File: src/rtl/alu_seq.sv
// alu_seq: registered ALU with iterative shifts and an optional iterative multiply, behind a
// valid/ready handshake. Only one operation is in flight at a time.
//
// Configuration macro: ALU_MUL_EN. When it is defined, card 19 is an unsigned shift-add multiply.
// When it is undefined, card 19 is reserved and raises err.
//
// Ports:
//   clk, rst_n          clock (rising edge) and asynchronous active-low reset
//   in_valid, in_ready  request handshake; a/b/cin/card are sampled only on the accept edge
//   a, b                operands (the shift amount is b[SHAMT_W-1:0])
//   cin                 carry/borrow in
//   card                operation select (0-15 logic/arith, 16-18 shifts, 19 MUL, 20-31 reserved)
//   out_valid/out_ready result handshake
//   f, cout, zero, err  result, carry/no-borrow/MUL-high-nonzero, f==0, reserved-op flag
module alu_seq #(
   parameter int unsigned WIDTH = 32
) (
   input  logic             clk,
   input  logic             rst_n,
   input  logic             in_valid,
   output logic             in_ready,
   input  logic [WIDTH-1:0] a,
   input  logic [WIDTH-1:0] b,
   input  logic             cin,
   input  logic [4:0]       card,
   output logic             out_valid,
   input  logic             out_ready,
   output logic [WIDTH-1:0] f,
   output logic             cout,
   output logic             zero,
   output logic             err
);

   localparam int unsigned SHAMT_W = $clog2(WIDTH);

   typedef enum logic [1:0] {StIdle, StBusy, StDone} state_e;
   // Shift encodings match card[1:0] for cards 16..18.
   typedef enum logic [1:0] {OpSll, OpSrl, OpSra, OpMul} op_e;

   state_e             state_q, state_d;
   op_e                op_q, op_d;
   logic [SHAMT_W-1:0] cnt_q, cnt_d;
   logic [WIDTH-1:0]   f_q, f_d;
   logic               cout_q, cout_d;
   logic               zero_q, zero_d;
   logic               err_q, err_d;

`ifdef ALU_MUL_EN
   // prod_q: upper half accumulates partial products, lower half holds the remaining multiplier.
   logic [2*WIDTH-1:0] prod_q, prod_d;
   logic [WIDTH-1:0]   mcand_q, mcand_d;
   logic [WIDTH:0]     pp_sum;
`endif

   logic               accept;
   logic [SHAMT_W-1:0] shamt;
   logic [WIDTH-1:0]   add_x, add_y;
   logic               add_c;
   logic [WIDTH:0]     arith;
   logic [WIDTH-1:0]   sc_f;
   logic               sc_cout;
   logic               sc_err;

   assign shamt    = b[SHAMT_W-1:0];
   assign in_ready = (state_q == StIdle) || ((state_q == StDone) && out_ready);
   assign accept   = in_valid && in_ready;

   // Single-cycle result. Subtracts use x + ~y + !borrow so cout reads as "no borrow".
   always_comb begin
      add_x   = a;
      add_y   = b;
      add_c   = 1'b0;
      sc_f    = '0;
      sc_cout = 1'b0;
      sc_err  = 1'b0;
      case (card)
         5'd1:    add_c = cin;
         5'd2:    begin add_y = ~b; add_c = 1'b1; end
         5'd3:    begin add_y = ~b; add_c = ~cin; end
         5'd4:    begin add_x = b; add_y = ~a; add_c = 1'b1; end
         5'd5:    begin add_x = b; add_y = ~a; add_c = ~cin; end
         default: ;
      endcase
      arith = {1'b0, add_x} + {1'b0, add_y} + {{WIDTH{1'b0}}, add_c};
      case (card)
         5'd0, 5'd1, 5'd2, 5'd3, 5'd4, 5'd5: begin
            sc_f    = arith[WIDTH-1:0];
            sc_cout = arith[WIDTH];
         end
         5'd6:  sc_f = a;
         5'd7:  sc_f = b;
         5'd8:  sc_f = ~a;
         5'd9:  sc_f = ~b;
         5'd10: sc_f = a | b;
         5'd11: sc_f = a & b;
         5'd12: sc_f = ~(a ^ b);
         5'd13: sc_f = a ^ b;
         5'd14: sc_f = ~(a & b);
         5'd15: sc_f = '0;
         // Zero-distance shifts finish immediately with f = a.
         5'd16, 5'd17, 5'd18: sc_f = a;
`ifdef ALU_MUL_EN
         5'd19: sc_f = '0;
`endif
         default: sc_err = 1'b1;
      endcase
   end

`ifdef ALU_MUL_EN
   assign pp_sum = {1'b0, prod_q[2*WIDTH-1:WIDTH]} +
                   (prod_q[0] ? {1'b0, mcand_q} : {(WIDTH+1){1'b0}});
`endif

   always_comb begin
      state_d = state_q;
      op_d    = op_q;
      cnt_d   = cnt_q;
      f_d     = f_q;
      cout_d  = cout_q;
      zero_d  = zero_q;
      err_d   = err_q;
`ifdef ALU_MUL_EN
      prod_d  = prod_q;
      mcand_d = mcand_q;
`endif
      if (accept) begin
         f_d     = sc_f;
         cout_d  = sc_cout;
         err_d   = sc_err;
         zero_d  = (sc_f == '0);
         state_d = StDone;
         // Counter runs shamt-1 .. 0, one shift per BUSY cycle.
         cnt_d   = shamt - SHAMT_W'(1);
         if ((card inside {5'd16, 5'd17, 5'd18}) && (shamt != '0)) begin
            state_d = StBusy;
            op_d    = op_e'(card[1:0]);
         end
`ifdef ALU_MUL_EN
         if (card == 5'd19) begin
            state_d = StBusy;
            op_d    = OpMul;
            cnt_d   = SHAMT_W'(WIDTH - 1);
            prod_d  = {{WIDTH{1'b0}}, b};
            mcand_d = a;
         end
`endif
      end else begin
         unique case (state_q)
            StBusy: begin
               case (op_q)
                  OpSll: f_d = f_q << 1;
                  OpSrl: f_d = f_q >> 1;
                  OpSra: f_d = {f_q[WIDTH-1], f_q[WIDTH-1:1]};
`ifdef ALU_MUL_EN
                  OpMul: begin
                     prod_d = {pp_sum, prod_q[WIDTH-1:1]};
                     f_d    = prod_d[WIDTH-1:0];
                     cout_d = |prod_d[2*WIDTH-1:WIDTH];
                  end
`endif
                  default: ;
               endcase
               zero_d = (f_d == '0);
               cnt_d  = cnt_q - SHAMT_W'(1);
               if (cnt_q == '0) state_d = StDone;
            end
            StDone:  if (out_ready) state_d = StIdle;
            default: ;
         endcase
      end
   end

   always_ff @(posedge clk or negedge rst_n) begin
      if (!rst_n) begin
         state_q <= StIdle;
         op_q    <= OpSll;
         cnt_q   <= '0;
         f_q     <= '0;
         cout_q  <= 1'b0;
         zero_q  <= 1'b0;
         err_q   <= 1'b0;
`ifdef ALU_MUL_EN
         prod_q  <= '0;
         mcand_q <= '0;
`endif
      end else begin
         state_q <= state_d;
         op_q    <= op_d;
         cnt_q   <= cnt_d;
         f_q     <= f_d;
         cout_q  <= cout_d;
         zero_q  <= zero_d;
         err_q   <= err_d;
`ifdef ALU_MUL_EN
         prod_q  <= prod_d;
         mcand_q <= mcand_d;
`endif
      end
   end

   assign out_valid = (state_q == StDone);
   assign f         = f_q;
   assign cout      = cout_q;
   assign zero      = zero_q;
   assign err       = err_q;

endmodule

File: config.mk
export PLATFORM = sky130hd
export DESIGN_NAME = alu_seq
export DESIGN_NICKNAME = d
export VERILOG_FILES = /design/src/rtl/alu_seq.sv
export SDC_FILE = /design/constraint.sdc
export NUM_CORES = 1
export LEC_CHECK = 0
export BUFFER_PORTS_ARGS = -buffer_cell sky130_fd_sc_hd__buf_2
export CAP_MARGIN = 20
export CORE_MARGIN = 2
export CORE_UTILIZATION = 38
export DETAILED_ROUTE_END_ITERATION = 7
export HOLD_SLACK_MARGIN = 0.12
export PLACE_DENSITY = 0.68
export SLEW_MARGIN = 20
export SYNTH_ARGS = -nofsm -noshare
export SYNTH_HDL_FRONTEND = slang
export SYNTH_SLANG_ARGS = --single-unit
File: constraint.sdc
create_clock -name clk -period 3.3 [get_ports clk]
set_clock_uncertainty 0.05 [all_clocks]
set_input_delay 0.66 -clock clk [delete_from_list [all_inputs] [get_ports clk]]
set_output_delay 0.66 -clock clk [all_outputs]
set_load 0.02 [all_outputs]
==> run_results.csv, run 1 <==
group,metric,value,unit
sta,hold_violations,0,
logic_synthesis,yosys_warnings,0,
pwr,power_leakage,6.72,nW
logic_synthesis,syn_inst,1358,
sta,post-route-worst-setup-slack,-1110,ps
pwr,peakVddDrop,0.466,mV
clock_network,clkSinkCount,44,
detailed_routing,drc,0,
sta,max_freq,0.227,GHz
floorplanning,ios,111,
detailed_routing,vias,12918,
global_route,grt-ovfl-total,0,
global_route,grt_usage,30.0,%
logic_synthesis,synthArstFlopShare,100,%
sta,tightest_slew,1060,ps
logic_synthesis,ys_types,81,
detailed_routing,wl,42100,um
hold_path,hp-class,"input pin to asynchronous set/reset pin",
run,drv_cap,0,
floorplanning,core_area,24400,um^2
setup_path,crit_slowest_cell,"or4_4",
floorplanning,rows,57,
global_route,met2_usage,47.1,%
finish,syn_to_final_growth,54.5,%
outcome,violations,"negative setup slack",
detailed_routing,first_pass_iters,7,
logic_synthesis,ys_seq_elements,44,
setup_path,critical_path_class,"input pin to flip-flop",
global_route,grt_pass1_vias,11865,
setup_path,path_max_fanout,6,
finish,post-route-util,60.1,%
logic_synthesis,yosysTopAreaCellShare,12.7,%
outcome,status,"finished with violations",
logic_synthesis,synthTopCellsByCount,"o21ai_0 (156), nand2_1 (131), ha_1 (96)",
global_route,grt_pass1_wl,63500,um
sta,grt_setup_unrepaired,"yes",
pwr,p_per_area,420,nW/um^2
clock_network,cts_buffer_depth,2,
sta,drv_slew,0,
logic_synthesis,syn-cell-area,9490,um^2
pwr,power.total,6.16,mW
finish,nets,1937,
detailed_routing,dr.first_iter.drc_count,1851,
sta,finalSetupViolCount,33,
global_route,grtUsageMet3,6.41,%
clock_network,root_buffer,"clkbuf_16",
setup_path,end_kind,"flip-flop",
setup_path,critPathLaunchType,"input pin",
logic_synthesis,synth.most_common_cell,"o21ai_0",
global_route,grt_max_degree,64,
sta,hold_ws,202,ps
logic_synthesis,synth_edf_count,0,
clock_network,cts_tree,"built",
logic_synthesis,synth_top_cell_by_area,"ha_1",
detailed_routing,via_per_inst,6.18,
floorplanning,die_w,162,um
placed_design,portBuffers,110,
clock_network,htree_levels,2,
finish,n_fill_cell,2100,
setup_path,cp_cell_sequence,"buf_6 -> or4_4 -> and2_4 -> a21o_1 -> fa_2 -> fa_2 -> a211oi_4 -> buf_4 -> nor2_4 -> o211a_4 -> o21ai_0 -> o21ai_0 -> a211o_1 -> a2111oi_4 -> nand4_1 -> o31ai_2",
setup_path,cp.required,3450,ps
logic_synthesis,ys.flop_type,"dfrtp_1",
logic_synthesis,syn-num-nets,1530,
sta,fin_crit_sh,134,%
global_route,antenna_found_initial,3,
detailed_routing,route.detailed.wl_per_inst,20.1,um
clock_network,clock_latency,290,ps
finish,drive_gt1_share,39.1,%
floorplanning,die_y,162,um
global_route,grt_use_met1,40.6,%
setup_path,critPathArrivalTime,4560,ps
placed_design,place.gp.congestion,1.06,
setup_path,rrSetupSlack,450,ps
floorplanning,start_util,38.9,%
setup_path,slowest_delay,560,ps
setup_path,path_buf_inv,2,
clock_network,cts_buffers,5,
setup_path,critPathTopFamily,"compound AO/OA/AOI/OAI gates",
placed_design,dp_hpwl,31100,um
logic_synthesis,synth-seq-area-share,11.6,%
global_route,grt.busiest_layer,"met2",
sta,maxSlewHeadroom,28.6,%
clock_network,clkTransAtPathRegs,60,ps
logic_synthesis,avgSynthCellArea,6.99,um^2
sta,fin_crit,4410,ps
floorplanning,die_area,26300,um^2
clock_network,postCtsHoldBufs,0,
logic_synthesis,synth_area_leaders,"ha_1 (13%), dfrtp_1 (12%), o21ai_0 (8.2%), nand2_1 (5.2%), a21oi_1 (4.1%)",
detailed_routing,ant_nets,0,
[routing by layer]
layer  up-vias  share of wire [%]
li1       5915                  -
met5         -              0.059
met3       149                 10
met4         4                3.9
met1      6095                 42
met2       755                 44
[flip-flops by register name (all words and copies together) (netlist names)]
register	count
zero	1
cout	1
cnt_q	5
err	1
op_q	2
f	32
state_q	2
[metrics by stage]
step | std cells | setup slack, ps | TNS (ps) | area [um^2]
2_1_floorplan | 1358 | -1420 | -24420 | 9770
3_3_place_gp | 2035 | -1430 | -30500 | 12900
3_5_place_dp | 2035 | -1590 | -32710 | 12900
4_1_cts | 2069 | -1100 | -17430 | 13900
5_1_grt | 2090 | -1200 | -19700 | 14700
6_report | 2091 | -1110 | -17530 | 14700
[cells by family after synthesis]
group           share of synthesized area, %
xor+xnor                                2.86
mux                                     3.68
fa+ha+maj                               13.1
simple gates                            23.1
buf+inv                                 8.07
compound gates                          37.6
flops                                   11.6
[final cells by class]
type	instances	area, um^2	area share, %
Tap cell	324	405	2.77
Multi-Input combinational cell	1134	8790	60.0
Sequential cell	44	1100	7.52
Inverter	77	289	1.97
Clock inverter	2	15.0	0.102
Clock buffer	6	139	0.948
Antenna cell	1	2.50	0.0171
Timing Repair Buffer	503	3910	26.7
[placed cells by master, fill, tap and decap left out, types with 7 or more instances in the layout]
master / instances
a22oi_1: 26
nand2b_1: 40
a21oi_2: 16
o21a_1: 8
buf_12: 12
a211oi_1: 12
nor3_1: 19
xor2_1: 10
o21bai_1: 7
ha_4: 20
a211oi_2: 12
a221o_1: 7
o221ai_1: 10
nand3_1: 24
a21o_1: 40
nand2_1: 121
a2111oi_0: 7
a21oi_1: 58
o22ai_1: 37
nand4_1: 21
nor2_1: 78
nand2_2: 11
nand3b_1: 12
buf_4: 339
inv_1: 76
o211ai_1: 44
or3_1: 7
dfrtp_1: 43
xnor2_1: 17
buf_6: 39
nor2b_1: 12
mux2i_1: 24
nor4_1: 15
ha_1: 76
o21ai_1: 26
buf_2: 107
o21ai_2: 17
o21ai_0: 112
[power by group]
group,switching (mW),internal [mW]
clock,0.210,0.301
combinational,2.52,2.00
sequential,0.351,0.775
[final timing paths]
path | from | endpoint | cells after the start
worst max register to register | op_q[0] | zero | 9
max in group asynchronous | rst_n | op_q[0] | 2
worst min register to register | err | err | 2
worst min-delay path | rst_n | cnt_q[4] | 1
worst max-delay path | card[4] | zero | 16
min in group clk | err | err | 2
[repair_timing]
action / 4_1_cts / 5_1_grt
gates cloned: 4 / 1
endpoints found under the setup margin: 33 / 33
buffers inserted: 26 / 29
pin swaps: 62 / 108
resized for setup: 126 / 123
No activity file was read; power rests on OpenSTA's default activity.
==> run 2, diff against run 1 <==
- SKIP_LAST_GASP: default -> 1
==> run 2 against run 1 <==
The flow still finishes with violations (negative setup slack). First-iteration DRC count is 15% lower. Combinational power fell by 4%. Global-route usage hardly changed. Routed wire length down 2.3%. Via count fell by 1.0%. Sequential cell count unchanged. Critical path type unchanged. Register-to-register slack hardly changed. Power shrank 2.7%.
==> run_results.csv, run 2 (synthesis gave the netlist of run 1 again) <==
group,metric,value,unit
finish,post-route-util,58.4,%
setup_path,cp.required,3450,ps
finish,n_antenna_cell,0,
outcome,status,"finished with violations",
floorplanning,die_y,162,um
sta,max_freq,0.228,GHz
clock_network,cts_tree,"built",
detailed_routing,ant_nets,0,
run,drv_cap,0,
finish,stdcell_area,14300,um^2
setup_path,cp-startpoint,"card[4]",
sta,post-route-worst-setup-slack,-1080,ps
finish,syn_to_final_growth,50.2,%
clock_network,cts_buffers,5,
detailed_routing,via_per_inst,6.15,
sta,fin_crit_sh,133,%
setup_path,critical_path_class,"input pin to flip-flop",
global_route,grt-ovfl-total,0,
sta,hold_violations,0,
setup_path,path_max_fanout,6,
detailed_routing,drc,0,
sta,grt_setup_unrepaired,"yes",
clock_network,htree_levels,2,
placed_design,dp_hpwl,31100,um
floorplanning,core_area,24400,um^2
detailed_routing,dr.first_iter.drc_count,1568,
detailed_routing,route.detailed.wl_per_inst,19.8,um
detailed_routing,first_pass_iters,8,
clock_network,postCtsHoldBufs,0,
setup_path,r2r-start,"op_q[0]",
hold_path,hp-class,"input pin to asynchronous set/reset pin",
setup_path,critPathArrivalTime,4530,ps
sta,fin_tns_setup,-19470,ps
sta,hold_ws,201,ps
pwr,peakVddDrop,0.467,mV
outcome,violations,"negative setup slack",
sta,maxSlewHeadroom,28.6,%
floorplanning,ios,111,
finish,drive_gt1_share,37.2,%
floorplanning,rows,57,
placed_design,place.gp.congestion,1.06,
clock_network,clkTransAtPathRegs,60,ps
placed_design,portBuffers,110,
floorplanning,start_util,38.9,%
finish,final_common_cell,"buf_4",
placed_design,postPlaceCellArea,12900,um^2
clock_network,clkSinkCount,44,
sta,fin_crit,4380,ps
global_route,grt_usage,30.0,%
detailed_routing,wl,41100,um
sta,tightest_slew,1060,ps
clock_network,cts_buffer_depth,2,
floorplanning,die_area,26300,um^2
pwr,power.total,6.00,mW
sta,finalSetupViolCount,33,
detailed_routing,vias,12783,
setup_path,end_kind,"flip-flop",
pwr,p_per_area,421,nW/um^2
global_route,grt_max_degree,64,
floorplanning,die_w,162,um
global_route,grt_pass1_vias,11853,
sta,drv_slew,0,
finish,largest_reg_flops,32,
setup_path,critPathLaunchType,"input pin",
global_route,grt_pass1_wl,63400,um
clock_network,root_buffer,"clkbuf_16",
finish,final_cell_mix,"buf_4 (351), nand2_1 (126), o21ai_0 (118)",
finish,nets,1927,
clock_network,clock_latency,290,ps
setup_path,r2r_cells,9,
global_route,antenna_found_initial,1,
pwr,power_leakage,6.57,nW
==> run 2: where the power goes <==
group	switching [mW]	total [mW]	leakage [nW]	internal, mW
clock	0.211	0.511	0.0691	0.301
combinational	2.44	4.36	5.95	1.92
sequential	0.349	1.12	0.549	0.775
==> run 2: final cells by class <==
cell class,count,area (um^2)
Timing Repair Buffer,493,3730
Tap cell,324,405
Clock buffer,6,139
Clock inverter,2,15.0
Multi-Input combinational cell,1134,8570
Inverter,77,289
Fill cell,2172,10100
Sequential cell,44,1100
==> run 2: repair_timing <==
| action | in CTS | in global routing |
|---|---|---|
| pin swaps | 62 | 55 |
| setup buffers | 26 | 15 |
| resized for setup | 113 | 72 |
| setup endpoints to repair | 33 | 33 |
| cloned | 4 | 0 |
==> run 2: through the flow <==
step           cells  worst slack [ps]
6_report        2080             -1080
5_1_grt         2080             -1210
4_1_cts         2069             -1100
3_5_place_dp    2035             -1590
3_3_place_gp    2035             -1430
2_1_floorplan   1358             -1420
==> run 2: final timing paths <==
kind,slack [ps],end
setup / recovery,-1080,zero
hold / removal,200,cnt_q[4]
setup reg to reg,450,zero
hold reg to reg,430,err
max in group asynchronous,2520,op_q[0]
min in group clk,430,err
==> run 2: per-layer routing <==
metal	vias up	track usage [%]	part of all wire (%)
li1	5895	-	-
met1	6038	40.8	42
met2	705	47.0	44
met3	143	5.98	10
met4	2	10.9	3.9
met5	-	0	0.032
==> run 2: critical path, stage by stage <==
cell and delay, ps:
buf_6 90, or4_4 560, and2_4 170, a21o_1 170
fa_2 430, fa_2 440, a211oi_4 270, buf_4 160
nor2_4 50, o211a_4 280, o21a_1 210, buf_4 140
buf_6 110, a21oi_2 130, or4b_4 140, and3_4 190
nand4_1 130, o31ai_2 200
==> run 3, diff against run 2 <==
- ABC_AREA: default -> 1
==> run 3 against run 2 <==
The run still ends with negative setup slack left. Clock power rose by 11%. Critical path type unchanged. Largest power group unchanged. Count of clock-buffer cells in the layout did not move. Highest routed layer is now met4. Largest cell class unchanged. Worst setup slack improved by 890 ps. Combinational power fell by 20%.
==> run_results.csv, run 3 <==
group,metric,value,unit
outcome,status,"finished with violations",
outcome,violations,"negative setup slack",
clock_network,cts_tree,"built",
finish,syn_to_final_growth,32.1,%
logic_synthesis,synthTopCellsByCount,"nand2_1 (549), inv_1 (270), nor2_1 (131)",
clock_network,clkSinkCount,44,
logic_synthesis,muxShareOfSynthArea,0.214,%
floorplanning,core_area,24200,um^2
logic_synthesis,ys_seq_elements,44,
hold_path,hp-class,"input pin to asynchronous set/reset pin",
pwr,power_leakage,6.59,nW
finish,largest_reg_flops,32,
setup_path,crit_slowest_cell,"ha_1",
pwr,peakVddDrop,0.400,mV
logic_synthesis,synth_compound_area_share,20.1,%
setup_path,end_kind,"flip-flop",
detailed_routing,via_per_inst,5.64,
sta,post-route-worst-setup-slack,-194,ps
detailed_routing,drc,0,
clock_network,root_buffer,"clkbuf_16",
logic_synthesis,avgSynthCellArea,5.56,um^2
setup_path,timing.critical_path.mode_cell,"nand2_1",
sta,max_freq,0.286,GHz
clock_network,clkTransAtPathRegs,60,ps
floorplanning,die_area,25900,um^2
placed_design,dp_hpwl,29700,um
logic_synthesis,yosys_warnings,0,
placed_design,place.gp.congestion,0.990,
detailed_routing,vias,12716,
setup_path,path_buf_inv,5,
setup_path,slowest_delay,350,ps
finish,final_cell_mix,"nand2_1 (508), inv_1 (265), buf_4 (172)",
logic_synthesis,synth_adder_area_share,13.3,%
pwr,p_per_area,410,nW/um^2
clock_network,clock_latency,290,ps
sta,tightest_slew,711,ps
global_route,grt_max_degree,45,
finish,post-route-util,51.0,%
logic_synthesis,synth_top_cell_by_area,"nand2_1",
logic_synthesis,synth_xor_area_share,0.374,%
global_route,grt_usage,28.6,%
detailed_routing,wl,38900,um
floorplanning,rows,57,
setup_path,critical_path_class,"input pin to flip-flop",
floorplanning,die_w,161,um
sta,grt_setup_unrepaired,"yes",
setup_path,critPathTopFamily,"simple AND/OR/NAND/NOR gates",
detailed_routing,ant_nets,0,
clock_network,cts_buffer_depth,2,
logic_synthesis,syn-num-nets,1856,
logic_synthesis,synth_top_family_by_area,"simple AND/OR/NAND/NOR gates",
sta,fin_crit_sh,106,%
placed_design,dp.cells,2222,
setup_path,critPathArrivalTime,3660,ps
sta,drv_slew,0,
sta,fin_crit,3490,ps
floorplanning,ios,111,
sta,finalSetupViolCount,6,
clock_network,htree_levels,2,
run,drv_cap,0,
global_route,grt_pass1_vias,11709,
setup_path,critPathLaunchType,"input pin",
logic_synthesis,synth-seq-area-share,11.8,%
setup_path,cp_cell_sequence,"clkbuf_4 -> nor2_4 -> nand2_2 -> o21ai_4 -> buf_12 -> buf_12 -> o221ai_1 -> ha_1 -> nand2_1 -> inv_1 -> nand2_4 -> nor3_4 -> buf_4 -> nand3_1 -> nand3_1 -> nand2_1 -> nand3_2 -> nand2_1 -> nor2_1 -> nand3_1 -> nor2_1 -> nand2_1 -> a21oi_2",
setup_path,rrSetupSlack,770,ps
placed_design,portBuffers,110,
sta,maxSlewHeadroom,52.4,%
logic_synthesis,ys_types,43,
finish,final_common_cell,"nand2_1",
logic_synthesis,synth.most_common_cell,"nand2_1",
logic_synthesis,synth_area_leaders,"nand2_1 (22%), ha_1 (13%), dfrtp_1 (12%), inv_1 (11%), nand3_1 (6.9%)",
global_route,antenna_found_initial,0,
floorplanning,die_y,161,um
sta,hold_violations,0,
logic_synthesis,synthSimpleGateAreaFrac,40.2,%
logic_synthesis,syn_inst,1684,
setup_path,path_max_fanout,8,
floorplanning,start_util,38.6,%
detailed_routing,first_pass_iters,6,
finish,n_fill_cell,2436,
setup_path,cp.required,3470,ps
finish,final_cell_count_no_fill,2253,
logic_synthesis,synthArstFlopShare,100,%
global_route,grt-ovfl-total,0,
detailed_routing,route.detailed.wl_per_inst,17.3,um
clock_network,cts_buffers,5,
logic_synthesis,syn-cell-area,9370,um^2
logic_synthesis,synth_edf_count,0,
logic_synthesis,yosysTopAreaCellShare,22.0,%
finish,n_antenna_cell,0,
logic_synthesis,ys.flop_type,"dfrtp_1",
detailed_routing,dr.first_iter.drc_count,1501,
finish,drive_gt1_share,24.2,%
global_route,grt_pass1_wl,60000,um
finish,nets,2100,
[run 3: cell type report]
cell class | instances | area, um^2 | area share, %
clock inverters | 2 | 35.0 | 0.283
flip-flops and latches | 44 | 1100 | 8.90
inverters | 280 | 1060 | 8.56
multi-input cells | 1297 | 7450 | 60.2
well taps | 324 | 405 | 3.28
clock buffers | 6 | 129 | 1.04
repair buffers | 300 | 2190 | 17.7
[run 3: routing by layer]
layer / up-vias / routed length, um / GRT usage (%)
met5: - / 0 / 0
met4: 0 / 2270 / 13.0
met2: 644 / 17400 / 48.2
met1: 5860 / 16100 / 37.3
li1: 6036 / - / -
met3: 176 / 3060 / 2.47
[run 3: worst paths after layout]
kind                             from          to  depth (start not counted)
setup / recovery              card[2]        zero                         23
hold / removal                  rst_n  state_q[0]                          1
setup reg to reg           state_q[0]        f[8]                          8
hold reg to reg                   err         err                          2
max in group asynchronous       rst_n       f[27]                          1
min in group clk                  err         err                          2
[run 3: cell families after synthesis]
kind of cell	after synthesis
simple gates	897
mux	2
compound gates	296
fa+ha+maj	98
flops	44
xor+xnor	4
buf+inv	343
[run 3: through the flow]
step	hold slack [ps]	power [mW]	TNS (ps)	area (um^2)	setup WS (ps)
2_1_floorplan	314	3.02	-172	9430	-172
4_1_cts	441	4.82	-165	11700	-157
6_report	313	5.07	-360	12400	-194
3_5_place_dp	414	4.21	-7900	11400	-756
5_1_grt	361	5.45	-2000	12400	-367
3_3_place_gp	429	4.16	-7160	11400	-711
[run 3: report_power, final]
group          total, mW  leakage (nW)  switching (mW)  internal, mW
combinational       3.50          5.96            2.18          1.32
clock              0.567        0.0808           0.210         0.356
sequential          1.00         0.551           0.233         0.769
total               5.07          6.59            2.62          2.45
[run 3: repair_timing]
action / 4_1_cts / 5_1_grt
gates resized for setup: 21 / 137
setup endpoints to repair: 14 / 24
buffers inserted: 3 / 17
pin swaps: 8 / 52
gates cloned: 2 / 1
hold buffers: 0 / 0
